## src/rtl/porta_ioc_port.sv

```systemverilog
// porta_ioc_port: synchronised, debounced input port at file address 7'h05; interrupt-on-change regs when PORTA_IOC_EN is defined.
// Latency: pin -> PORTA worst case 2 + DEB_SAMPLES*TICK_DIV clk; register reads are combinational from addr.
// No backpressure: writes are always accepted in their strobe cycle, reads are always valid.
module porta_ioc_port #(
   parameter int WIDTH       = 8,
   parameter int TICK_DIV    = 16,
   parameter int DEB_SAMPLES = 3
) (
   input  logic             clk,
   input  logic             rst,
   input  logic [WIDTH-1:0] pin_in,
   input  logic [6:0]       addr,
   input  logic             wr_en,
   input  logic [7:0]       wr_data,
   output logic [7:0]       rd_data,
   output logic             rd_hit,
   output logic             ioc_irq
);

   localparam int CW = (TICK_DIV > 1) ? $clog2(TICK_DIV) : 1;

   localparam logic [6:0] ADDR_PORTA = 7'h05;
   localparam logic [6:0] ADDR_IOCAP = 7'h11;
   localparam logic [6:0] ADDR_IOCAN = 7'h12;
   localparam logic [6:0] ADDR_IOCAF = 7'h13;

   logic [WIDTH-1:0]                  sync1;
   logic [WIDTH-1:0]                  sync_s;
   logic [CW-1:0]                     tick_cnt;
   logic                              tick;
   logic [WIDTH-1:0][DEB_SAMPLES-1:0] hist;
   logic [WIDTH-1:0][DEB_SAMPLES-1:0] hist_nxt;
   logic [WIDTH-1:0]                  porta;
   logic [WIDTH-1:0]                  porta_nxt;

   assign tick = (tick_cnt == CW'(TICK_DIV - 1));

   always_ff @(posedge clk) begin
      if (rst) begin
         sync1    <= '0;
         sync_s   <= '0;
         tick_cnt <= '0;
      end else begin
         sync1    <= pin_in;
         sync_s   <= sync1;
         tick_cnt <= tick ? '0 : tick_cnt + CW'(1);
      end
   end

   // A level is accepted only once the whole sample window agrees; mixed windows hold PORTA.
   always_comb begin
      hist_nxt  = hist;
      porta_nxt = porta;
      if (tick) begin
         for (int i = 0; i < WIDTH; i++) begin
            hist_nxt[i] = {hist[i][DEB_SAMPLES-2:0], sync_s[i]};
            if (&hist_nxt[i])
               porta_nxt[i] = 1'b1;
            else if (~|hist_nxt[i])
               porta_nxt[i] = 1'b0;
         end
      end
   end

   always_ff @(posedge clk) begin
      if (rst) begin
         hist  <= '0;
         porta <= '0;
      end else begin
         hist  <= hist_nxt;
         porta <= porta_nxt;
      end
   end

`ifdef PORTA_IOC_EN
   logic [WIDTH-1:0] iocap;
   logic [WIDTH-1:0] iocan;
   logic [WIDTH-1:0] iocaf;
   logic [WIDTH-1:0] ioc_set;

   // Edges are taken from the PORTA update itself, so enables are the pre-write values.
   assign ioc_set = (~porta & porta_nxt & iocap) | (porta & ~porta_nxt & iocan);

   always_ff @(posedge clk) begin
      if (rst) begin
         iocap <= '0;
         iocan <= '0;
         iocaf <= '0;
      end else begin
         if (wr_en && addr == ADDR_IOCAP)
            iocap <= wr_data[WIDTH-1:0];
         if (wr_en && addr == ADDR_IOCAN)
            iocan <= wr_data[WIDTH-1:0];
         if (wr_en && addr == ADDR_IOCAF)
            iocaf <= (iocaf & wr_data[WIDTH-1:0]) | ioc_set;
         else
            iocaf <= iocaf | ioc_set;
      end
   end

   assign ioc_irq = |iocaf;
`else
   assign ioc_irq = 1'b0;
`endif

   logic unused_wr;
   assign unused_wr = ^{wr_en, wr_data};

   always_comb begin
      rd_hit  = 1'b0;
      rd_data = '0;
      case (addr)
         ADDR_PORTA: begin
            rd_hit              = 1'b1;
            rd_data[WIDTH-1:0]  = porta;
         end
`ifdef PORTA_IOC_EN
         ADDR_IOCAP: begin
            rd_hit              = 1'b1;
            rd_data[WIDTH-1:0]  = iocap;
         end
         ADDR_IOCAN: begin
            rd_hit              = 1'b1;
            rd_data[WIDTH-1:0]  = iocan;
         end
         ADDR_IOCAF: begin
            rd_hit              = 1'b1;
            rd_data[WIDTH-1:0]  = iocaf;
         end
`endif
         default: ;
      endcase
   end

endmodule

```

## config.mk

```make
export PLATFORM = sky130hd
export DESIGN_NAME = porta_ioc_port
export DESIGN_NICKNAME = d
export VERILOG_FILES = /design/src/rtl/porta_ioc_port.sv
export SDC_FILE = /design/constraint.sdc
export NUM_CORES = 1
export LEC_CHECK = 0
export BUFFER_PORTS_ARGS = -buffer_cell sky130_fd_sc_hd__buf_2
export CAP_MARGIN = 20
export CELL_PAD_IN_SITES_DETAIL_PLACEMENT = 1
export CELL_PAD_IN_SITES_GLOBAL_PLACEMENT = 2
export CORE_MARGIN = 5
export CORE_UTILIZATION = 33
export CTS_CLUSTER_SIZE = 8
export DETAILED_ROUTE_END_ITERATION = 8
export PLACE_DENSITY = 0.84
export SYNTH_ARGS = -nofsm -noshare
export SYNTH_HDL_FRONTEND = slang
export SYNTH_SLANG_ARGS = --single-unit
export TNS_END_PERCENT = 30
```

## constraint.sdc

```tcl
create_clock -name clk -period 3.5 [get_ports clk]
set_input_delay 0.7 -clock clk [delete_from_list [all_inputs] [get_ports clk]]
set_output_delay 0.7 -clock clk [all_outputs]
set_load 0.01 [all_outputs]
```

==> flow_summary_export.csv, run 1 <==
group,metric,value,unit
cts,postCtsResizedCells,0,
sta,clock-skew-final,0.00893,ns
logic_synthesis,synth_seq_cells,44,
cts,clockRootBuffer,"clkbuf_8",
die,die-height,79.2,um
cts,cts_sinks,44,
detailed_routing,drt_iter0_markers,48,
cells_and_area,multi_input_area,626,um^2
cts,path_clk_slew,0.08,ns
cells_and_area,finalNonFillerCells,253,
cells_and_area,seq_area,881,um^2
cells_and_area,finalNetCount,225,
grt,antenna_found_initial,0,
logic_synthesis,yosysUniqueCellTypes,24,
worst_setup_path,r2r-start,"tick_cnt[0]$_SDFF_PP0_",
grt,gr-total-overflow,0,
worst_setup_path,cp-end-kind,"output pin",
worst_hold_path,hp-start,"sync1[1]$_SDFF_PP0_",
placed_design,port_buffers,25,
die,fp-row-count,25,
sta,max-slew-margin-rel,50.7,%
logic_synthesis,avgSynthCellArea,8.98,um^2
placed_design,placed_area,0.00172,mm^2
worst_setup_path,crit_arrival,1.73,ns
cts,cts_buffers,5,
placed_design,pre_cts_ws,1.01,ns
placed_design,placedCellCount,245,
detailed_routing,wire_per_inst,12.2,um
power_and_ir_drop,p_per_area,509,mW/mm^2
job,max_cap_viol_count,0,
worst_setup_path,rr_worst_depth,5,
die,die-area,0.00627,mm^2
cells_and_area,drive_above_1_share,17.6,%
cells_and_area,n_antenna_cell,0,
die,fp.coreArea,0.00469,mm^2
sta,fin_crit_sh,69.5,%
cells_and_area,syn_to_final_growth,15.8,%
power_and_ir_drop,peakVddDrop,0.341,mV
detailed_routing,drtAntennaViolNets,0,
sta,hold_ws,0.443,ns
logic_synthesis,syn-instance-count,176,
logic_synthesis,synth_seq_area_share,55.7,%
sta,rsz0062_at_grt,"false",
worst_setup_path,crit_type,"input pin to output pin",
cells_and_area,utilization,39.0,%
worst_hold_path,whs_endpoint,"sync_s[1]$_SDFF_PP0_",
detailed_routing,routed_wl,3080,um
cts,cts_tree,"built",
outcome,status,"completed",
power_and_ir_drop,cellLeakagePower,0.685,nW
detailed_routing,via_count,1225,
worst_setup_path,worstPathRequired,2.80,ns
die,die_w,79.2,um
worst_setup_path,cp-start-kind,"input pin",
sta,drv_slew,0,
sta,fin_crit,2.43,ns
cts,htreeDepth,2,
sta,final_hold_viol_count,0,
cts,clock_path_buffers,2,
worst_setup_path,reg2reg_to,"porta[5]$_SDFFE_PP0P_",
die,io_pins,36,
cts,post_cts_buffers,0,
detailed_routing,viasPerCell,4.84,
grt,grt_pass1_wl,5470,um
sta,setup_ws,1.07,ns
detailed_routing,dr.pass1.iters,4,
logic_synthesis,syn_area,0.00158,mm^2
cells_and_area,layout_commonest_cell,"dfxtp_1",
logic_synthesis,yosysWarnings,0,
worst_hold_path,hp-class,"flop to flop",
grt,grt_pass1_vias,1257,
die,initial_core_util,33.7,%
sta,final.setup.tns,0,ns
power_and_ir_drop,p_total,0.931,mW
worst_setup_path,reg2reg_slack,1.60,ns
cts,clock_latency,0.30,ns
detailed_routing,drc_errors,0,
sta,clock.fmax,411,MHz
grt,grt_max_degree,45,
worst_setup_path,path_max_fanout,9,
cells_and_area,fillCellCount,560,
logic_synthesis,synth_nets,203,
worst_hold_path,hold_path_depth,1,
cells_and_area,design_area,0.00183,mm^2
placed_design,hpwl,2000,um
cells_and_area,mostFrequentLayoutCells,"dfxtp_1, nand2_1, buf_2",
sta,max_slew.worst_pin.slew,0.740,ns
placed_design,gp_congestion,0.678,
sta,finalSetupViolCount,0,
cts,postCtsHoldBufs,0,
grt,grt_use_total,11.1,%
==> worst max path at each step <==
stage | start | to | slack (ns) | cells past startpoint
2_1_floorplan | addr[5] | rd_data[0] | 1.24 | 4
3_3_place_gp | addr[5] | rd_data[3] | 1.01 | 5
3_5_place_dp | addr[5] | rd_data[4] | 1.01 | 5
4_1_cts | addr[5] | rd_data[0] | 1.01 | 5
5_1_grt | addr[5] | rd_data[4] | 0.91 | 5
6_report | addr[5] | rd_data[0] | 1.07 | 5
==> cells in the mapped netlist <==
master	n	area, um^2
and2_1	8	50.1
inv_1	1	3.75
ha_1	1	12.5
conb_1	1	3.75
a31oi_1	8	50.1
clkbuf_1	7	26.3
nor4_1	16	100
nor2b_1	16	100
and3_1	2	12.5
nand3_1	1	5.00
nand4b_1	1	8.76
nor3b_1	1	7.51
o21ai_0	1	5.00
xnor2_1	1	8.76
a21oi_1	18	90.1
buf_2	2	10.0
buf_6	1	11.3
nor4b_1	1	8.76
buf_4	1	7.51
dfxtp_1	44	881
buf_8	1	15.0
nor3_1	1	5.00
nor2_1	10	37.5
nand2_1	32	120
==> cells by family (layout without fill, tap and decap cells) <==
kind of cell / after synthesis / count (layout) / synth area share (%)
other: 1 / 1 / 0.237
adders and majority gates: 1 / 1 / 0.792
DFF: 44 / 44 / 55.7
xor gates and xnor gates: 1 / 1 / 0.554
and+or+nand+nor: 89 / 89 / 28.8
buffers and inverters: 13 / 36 / 4.67
AOI/OAI and AO/OA: 27 / 27 / 9.18
==> worst max-delay path: stages <==
cell and delay, ns:
buf_2 0.10, nor4b_1 0.25, and3_1 0.38, and2_1 0.17, buf_2 0.12
==> layout make-up <==
class                           count  share of cell area [%]
Sequential cell                    44                    48.2
Multi-Input combinational cell    119                    34.2
Timing Repair Buffer               27                    7.66
Clock buffer                        5                    3.76
Tap cell                           54                    3.69
Clock inverter                      3                    2.33
Inverter                            1                   0.205
==> layer usage <==
layer	part of all wire (%)	up-vias	global-route usage, %
li1	-	635	-
met3	5.2	7	3.63
met4	2.2	0	5.67
met1	47	556	13.2
met2	45	27	17.8
met5	0	-	0
==> report_power, final <==
| group | switching (mW) | total (mW) | leakage [nW] | internal, mW |
|---|---|---|---|---|
| logic | 0.0139 | 0.0284 | 0.273 | 0.0145 |
| registers | 0.00670 | 0.518 | 0.358 | 0.512 |
| clock network | 0.173 | 0.384 | 0.0541 | 0.211 |
==> registers in the layout, summed over array words and instances (netlist names) <==
name      flops
hist         16
porta         8
sync1         8
sync_s        8
tick_cnt      4
No activity file was read; power rests on OpenSTA's default activity.
==> run 2, diff against run 1 <==
CORE_UTILIZATION = 28   (was 33)
PLACE_DENSITY = 0.76   (was 0.84)
clock period = 2.2 ns   (was 3.5 ns; I/O delays follow)
==> run 2 against run 1 <==
Die area rose by 16%. Setup slack worse by 0.81 ns. Combinational power grew 67%. Wire length increased by 1.7%. Register-to-register slack worse by 0.90 ns. Cell area is 1.1% higher. Clock skew increased by 0.0015 ns. Highest routed layer unchanged.
==> flow_summary_export.csv, run 2 (synthesis results as in run 1) <==
group,metric,value,unit
sta,hold_ws,0.354,ns
sta,final.setup.tns,0,ns
die,die-area,0.00725,mm^2
detailed_routing,wire_per_inst,11.5,um
power_and_ir_drop,peakVddDrop,0.330,mV
sta,clock-skew-final,0.0104,ns
grt,grt_pass1_wl,5570,um
sta,drv_slew,0,
sta,rsz0062_at_grt,"false",
worst_setup_path,cpPeakStageDelay,0.40,ns
worst_setup_path,cp_num_cells,5,
cells_and_area,fillCellCount,675,
worst_setup_path,crit_slowest_cell,"and3_1",
cts,path_clk_slew,0.08,ns
cells_and_area,largest_reg_flops,16,
worst_setup_path,critical_path.top_delay_family,"simple AND/OR/NAND/NOR gates",
worst_setup_path,cp-start-kind,"input pin",
die,fp-row-count,27,
worst_setup_path,reg2reg_slack,0.70,ns
detailed_routing,viasPerCell,4.54,
placed_design,placedCellCount,265,
cells_and_area,utilization,33.6,%
worst_setup_path,path_max_fanout,9,
outcome,status,"completed",
worst_hold_path,hp-start,"pin_in[4]",
grt,grt_use_met1,11.8,%
cts,cts_sinks,44,
placed_design,hpwl,2100,um
worst_setup_path,reg2reg_to,"porta[5]$_SDFFE_PP0P_",
worst_setup_path,crit_arrival,1.51,ns
detailed_routing,drtAntennaViolNets,0,
worst_setup_path,rr_worst_depth,5,
cells_and_area,design_area,0.00185,mm^2
grt,gr-total-overflow,0,
grt,antenna_found_initial,0,
power_and_ir_drop,p_per_area,751,mW/mm^2
cts,clockRootBuffer,"clkbuf_8",
power_and_ir_drop,cellLeakagePower,0.686,nW
grt,grt_use_total,9.54,%
cts,clock_path_buffers,2,
detailed_routing,dr.pass1.iters,4,
cts,postCtsHoldBufs,0,
worst_hold_path,hp-class,"input pin to flop",
cells_and_area,finalNonFillerCells,273,
worst_setup_path,crit_path_end,"rd_data[7]",
cells_and_area,drive_above_1_share,17.9,%
cells_and_area,finalNetCount,227,
detailed_routing,routed_wl,3140,um
detailed_routing,via_count,1240,
worst_setup_path,worstPathRequired,1.76,ns
worst_setup_path,cp_common_cell,"buf_2",
sta,fin_crit_sh,88.4,%
worst_setup_path,crit_type,"input pin to output pin",
grt,grt_busiest_layer,"met2",
detailed_routing,drc_errors,0,
detailed_routing,drt_iter0_markers,40,
sta,clock.fmax,514,MHz
die,fp.coreArea,0.00551,mm^2
grt,grt_pass1_vias,1235,
grt,globalRouteMet2Util,14.9,%
cts,htreeDepth,2,
worst_setup_path,cp-startpoint,"addr[5]",
cells_and_area,regMostFlops,"hist",
cts,post_cts_buffers,0,
die,die-height,85.1,um
sta,final_hold_viol_count,0,
worst_setup_path,r2r-start,"tick_cnt[0]$_SDFF_PP0_",
cells_and_area,n_antenna_cell,0,
worst_hold_path,hold_path_depth,2,
worst_setup_path,crit_buf_inv,2,
die,io_pins,36,
placed_design,gp_congestion,0.671,
grt,met3_usage,3.30,%
placed_design,port_buffers,25,
sta,finalSetupViolCount,0,
worst_setup_path,crit_chain,"buf_2 -> nor4b_1 -> and3_1 -> and2_1 -> buf_2",
placed_design,placed_area,0.00176,mm^2
cells_and_area,mostFrequentLayoutCells,"dfxtp_1, nand2_1, buf_2",
cts,cts_buffers,5,
cts,clock_latency,0.29,ns
cells_and_area,syn_to_final_growth,17.0,%
die,initial_core_util,28.7,%
sta,fin_crit,1.95,ns
cells_and_area,layout_commonest_cell,"dfxtp_1",
job,max_cap_viol_count,0,
cts,postCtsResizedCells,0,
die,die_w,85.1,um
cts,cts_tree,"built",
grt,grt_max_degree,45,
worst_setup_path,cp-end-kind,"output pin",
## run 2: cell types whose count changed in the layout (fill, tap and decap cells not counted)
cell,before,now
buf_4,2,4
clkbuf_1,0,1
bufinv_16,1,0
clkbuf_8,5,6
clkinv_2,1,0
## run 2: worst min-delay path by stage
| stage | slack (ns) | endpoint |
|---|---|---|
| 4_1_cts | 0.34 | sync1[5]$_SDFF_PP0_ |
| 6_report | 0.35 | sync1[4]$_SDFF_PP0_ |
| 3_5_place_dp | 0.43 | sync_s[6]$_SDFF_PP0_ |
| 5_1_grt | 0.34 | sync1[1]$_SDFF_PP0_ |
| 3_3_place_gp | 0.42 | sync_s[6]$_SDFF_PP0_ |
| 2_1_floorplan | 0.41 | sync_s[0]$_SDFF_PP0_ |
## run 2: routing by layer
layer | wire length (um) | vias up
met3 | 174 | 4
met1 | 1540 | 562
li1 | - | 643
met2 | 1390 | 31
met4 | 36 | 0
met5 | 0 | -
## run 2: stage by stage
step / worst slack [ns] / power [mW]
2_1_floorplan: 0.458 / 0.871
3_3_place_gp: 0.230 / 0.890
3_5_place_dp: 0.218 / 0.892
4_1_cts: 0.217 / 1.42
5_1_grt: 0.133 / 1.47
6_report: 0.255 / 1.39
## run 2: worst reg2reg max path, delay by kind of cell, from the launching register on
kind            cells  cell delay, ns
simple gates        2            0.45
flops               1            0.38
fa+ha+maj           1            0.25
buf+inv             1            0.23
compound gates      1            0.11
## run 2: cell type report
class / count / area, um^2 / area share, %
sequential: 44 / 881 / 47.6
clock buffer: 7 / 86.3 / 4.67
inverter: 1 / 3.75 / 0.203
multi-input combinational: 119 / 626 / 33.8
tap: 72 / 90.1 / 4.87
timing repair buffer: 29 / 155 / 8.39
clock inverter: 1 / 7.51 / 0.406
## run 2: report_power, final
part | total, mW | leakage (nW) | switching, mW | internal [mW]
logic | 0.0475 | 0.283 | 0.0232 | 0.0243
clock network | 0.518 | 0.0445 | 0.262 | 0.255
registers | 0.825 | 0.358 | 0.0106 | 0.814
total | 1.39 | 0.686 | 0.296 | 1.09
==> run 3, diff against run 2 <==
CORE_ASPECT_RATIO = 0.7   (was default)
==> run 3 against run 2 <==
Wire length grew 2.0%. Global-route usage is essentially flat. Setup slack lost 0.0087 ns. Total power grew 0.63%. Register-to-register slack lost 0.03 ns. Combinational power grew 5.5%. Maximum frequency shrank 0.44%. Hold slack gained 0.011 ns. Non-clock buffer count grew 1. Critical path type unchanged.
==> flow_summary_export.csv, run 3 (synthesis results as in run 1) <==
group,metric,value,unit
cts,clock_path_buffers,2,
cells_and_area,drive_above_1_share,18.4,%
worst_setup_path,r2r-start,"tick_cnt[0]$_SDFF_PP0_",
cells_and_area,fillCellCount,646,
worst_setup_path,crit_arrival,1.51,ns
detailed_routing,wire_per_inst,11.7,um
cts,cts_sinks,44,
cts,clockRootBuffer,"clkbuf_8",
cells_and_area,syn_to_final_growth,18.4,%
cts,cts_buffers,5,
sta,final_hold_viol_count,0,
cells_and_area,finalNetCount,228,
placed_design,gp_congestion,0.671,
die,die-area,0.00727,mm^2
cells_and_area,layout_commonest_cell,"dfxtp_1",
sta,fin_crit,1.95,ns
sta,fin_crit_sh,88.8,%
die,io_pins,36,
die,fp-row-count,22,
worst_hold_path,hp-start,"pin_in[6]",
grt,grt_pass1_wl,5450,um
placed_design,placed_area,0.00178,mm^2
cells_and_area,largest_reg_flops,16,
grt,grt_use_met1,11.6,%
detailed_routing,drtAntennaViolNets,0,
cts,path_clk_slew,0.07,ns
die,fp.coreArea,0.00537,mm^2
cells_and_area,regMostFlops,"hist",
cts,htreeDepth,2,
cells_and_area,finalNonFillerCells,273,
die,initial_core_util,29.4,%
grt,globalRouteMet2Util,15.8,%
detailed_routing,dr.pass1.iters,4,
placed_design,port_buffers,25,
cts,clock_latency,0.28,ns
worst_setup_path,path_max_fanout,9,
grt,gr-total-overflow,0,
sta,clock.fmax,512,MHz
placed_design,placedCellCount,266,
worst_setup_path,crit_type,"input pin to output pin",
power_and_ir_drop,cellLeakagePower,0.701,nW
die,die-height,72.9,um
cells_and_area,multi_input_area,626,um^2
grt,met3_usage,3.34,%
worst_hold_path,hp-class,"input pin to flop",
cts,post_cts_buffers,0,
worst_setup_path,cp-startpoint,"addr[5]",
sta,final.setup.tns,0,ns
detailed_routing,viasPerCell,4.68,
grt,grt_use_total,9.53,%
job,max_cap_viol_count,0,
power_and_ir_drop,peakVddDrop,0.317,mV
detailed_routing,drc_errors,0,
sta,rsz0062_at_grt,"false",
sta,finalSetupViolCount,0,
detailed_routing,drt_iter0_markers,37,
detailed_routing,via_count,1278,
cells_and_area,mostFrequentLayoutCells,"dfxtp_1, nand2_1, buf_2",
power_and_ir_drop,p_per_area,747,mW/mm^2
cts,postCtsHoldBufs,0,
cts,cts_tree,"built",
outcome,status,"completed",
grt,antenna_found_initial,0,
cts,postCtsResizedCells,0,
cells_and_area,n_antenna_cell,0,
placed_design,hpwl,2230,um
cells_and_area,design_area,0.00187,mm^2
detailed_routing,routed_wl,3200,um
worst_setup_path,cp-start-kind,"input pin",
sta,clock-skew-final,0.00360,ns
die,die_w,99.8,um
grt,grt_max_degree,30,
grt,grt_busiest_layer,"met2",
worst_setup_path,cp-end-kind,"output pin",
sta,drv_slew,0,
worst_setup_path,worstPathRequired,1.76,ns
cells_and_area,seq_area,881,um^2
grt,grt_pass1_vias,1219,
==> run 3: changes by cell type in the layout (fill, tap and decap cells not counted) <==
cell,previous run,this run
buf_12,0,1
clkbuf_1,1,0
clkbuf_8,6,7
clkinvlp_4,1,0
==> run 3: power by group <==
part / internal [mW] / total [mW] / switching [mW]
registers: 0.814 / 0.826 / 0.0115
clock network: 0.279 / 0.523 / 0.243
logic: 0.0266 / 0.0501 / 0.0235
total: 1.12 / 1.40 / 0.278
==> run 3: final timing paths <==
check | cells past startpoint | end | slack [ns]
worst min-delay path | 2 | sync1[6]$_SDFF_PP0_ | 0.36
worst min register to register | 1 | sync_s[2]$_SDFF_PP0_ | 0.44
worst max-delay path | 5 | rd_data[0] | 0.25
worst max register to register | 5 | porta[0]$_SDFFE_PP0P_ | 0.67
==> run 3: through the flow <==
step | setup WS, ns | hold WS (ns) | util, % | total power [mW]
after floorplan | 0.458 | 0.414 | - | 0.871
after global placement | 0.223 | 0.416 | 33.1 | 0.893
after detailed placement | 0.215 | 0.426 | 33.1 | 0.896
after CTS | 0.215 | 0.353 | 34.9 | 1.43
after global routing | 0.0849 | 0.354 | 34.9 | 1.48
final | 0.246 | 0.365 | 34.9 | 1.40
==> run 3: cell type report <==
type | count | share of cell area [%]
Sequential cell | 44 | 47.1
Multi-Input combinational cell | 119 | 33.4
Timing Repair Buffer | 30 | 9.36
Clock buffer | 7 | 5.15
Tap cell | 72 | 4.81
Inverter | 1 | 0.201
==> run 3: layer usage <==
| metal | share of wire (%) | wire length [um] | vias up |
|---|---|---|---|
| met5 | 0 | 0 | - |
| met4 | 1.0 | 33 | 0 |
| met3 | 5.5 | 175 | 5 |
| met2 | 45 | 1440 | 24 |
| met1 | 49 | 1550 | 607 |
| li1 | - | - | 642 |
==> run 3: worst max-delay path, stage by stage <==
cell,delay (ns)
buf_2,0.10
nor4b_1,0.26
and3_1,0.41
and2_1,0.18
buf_2,0.13
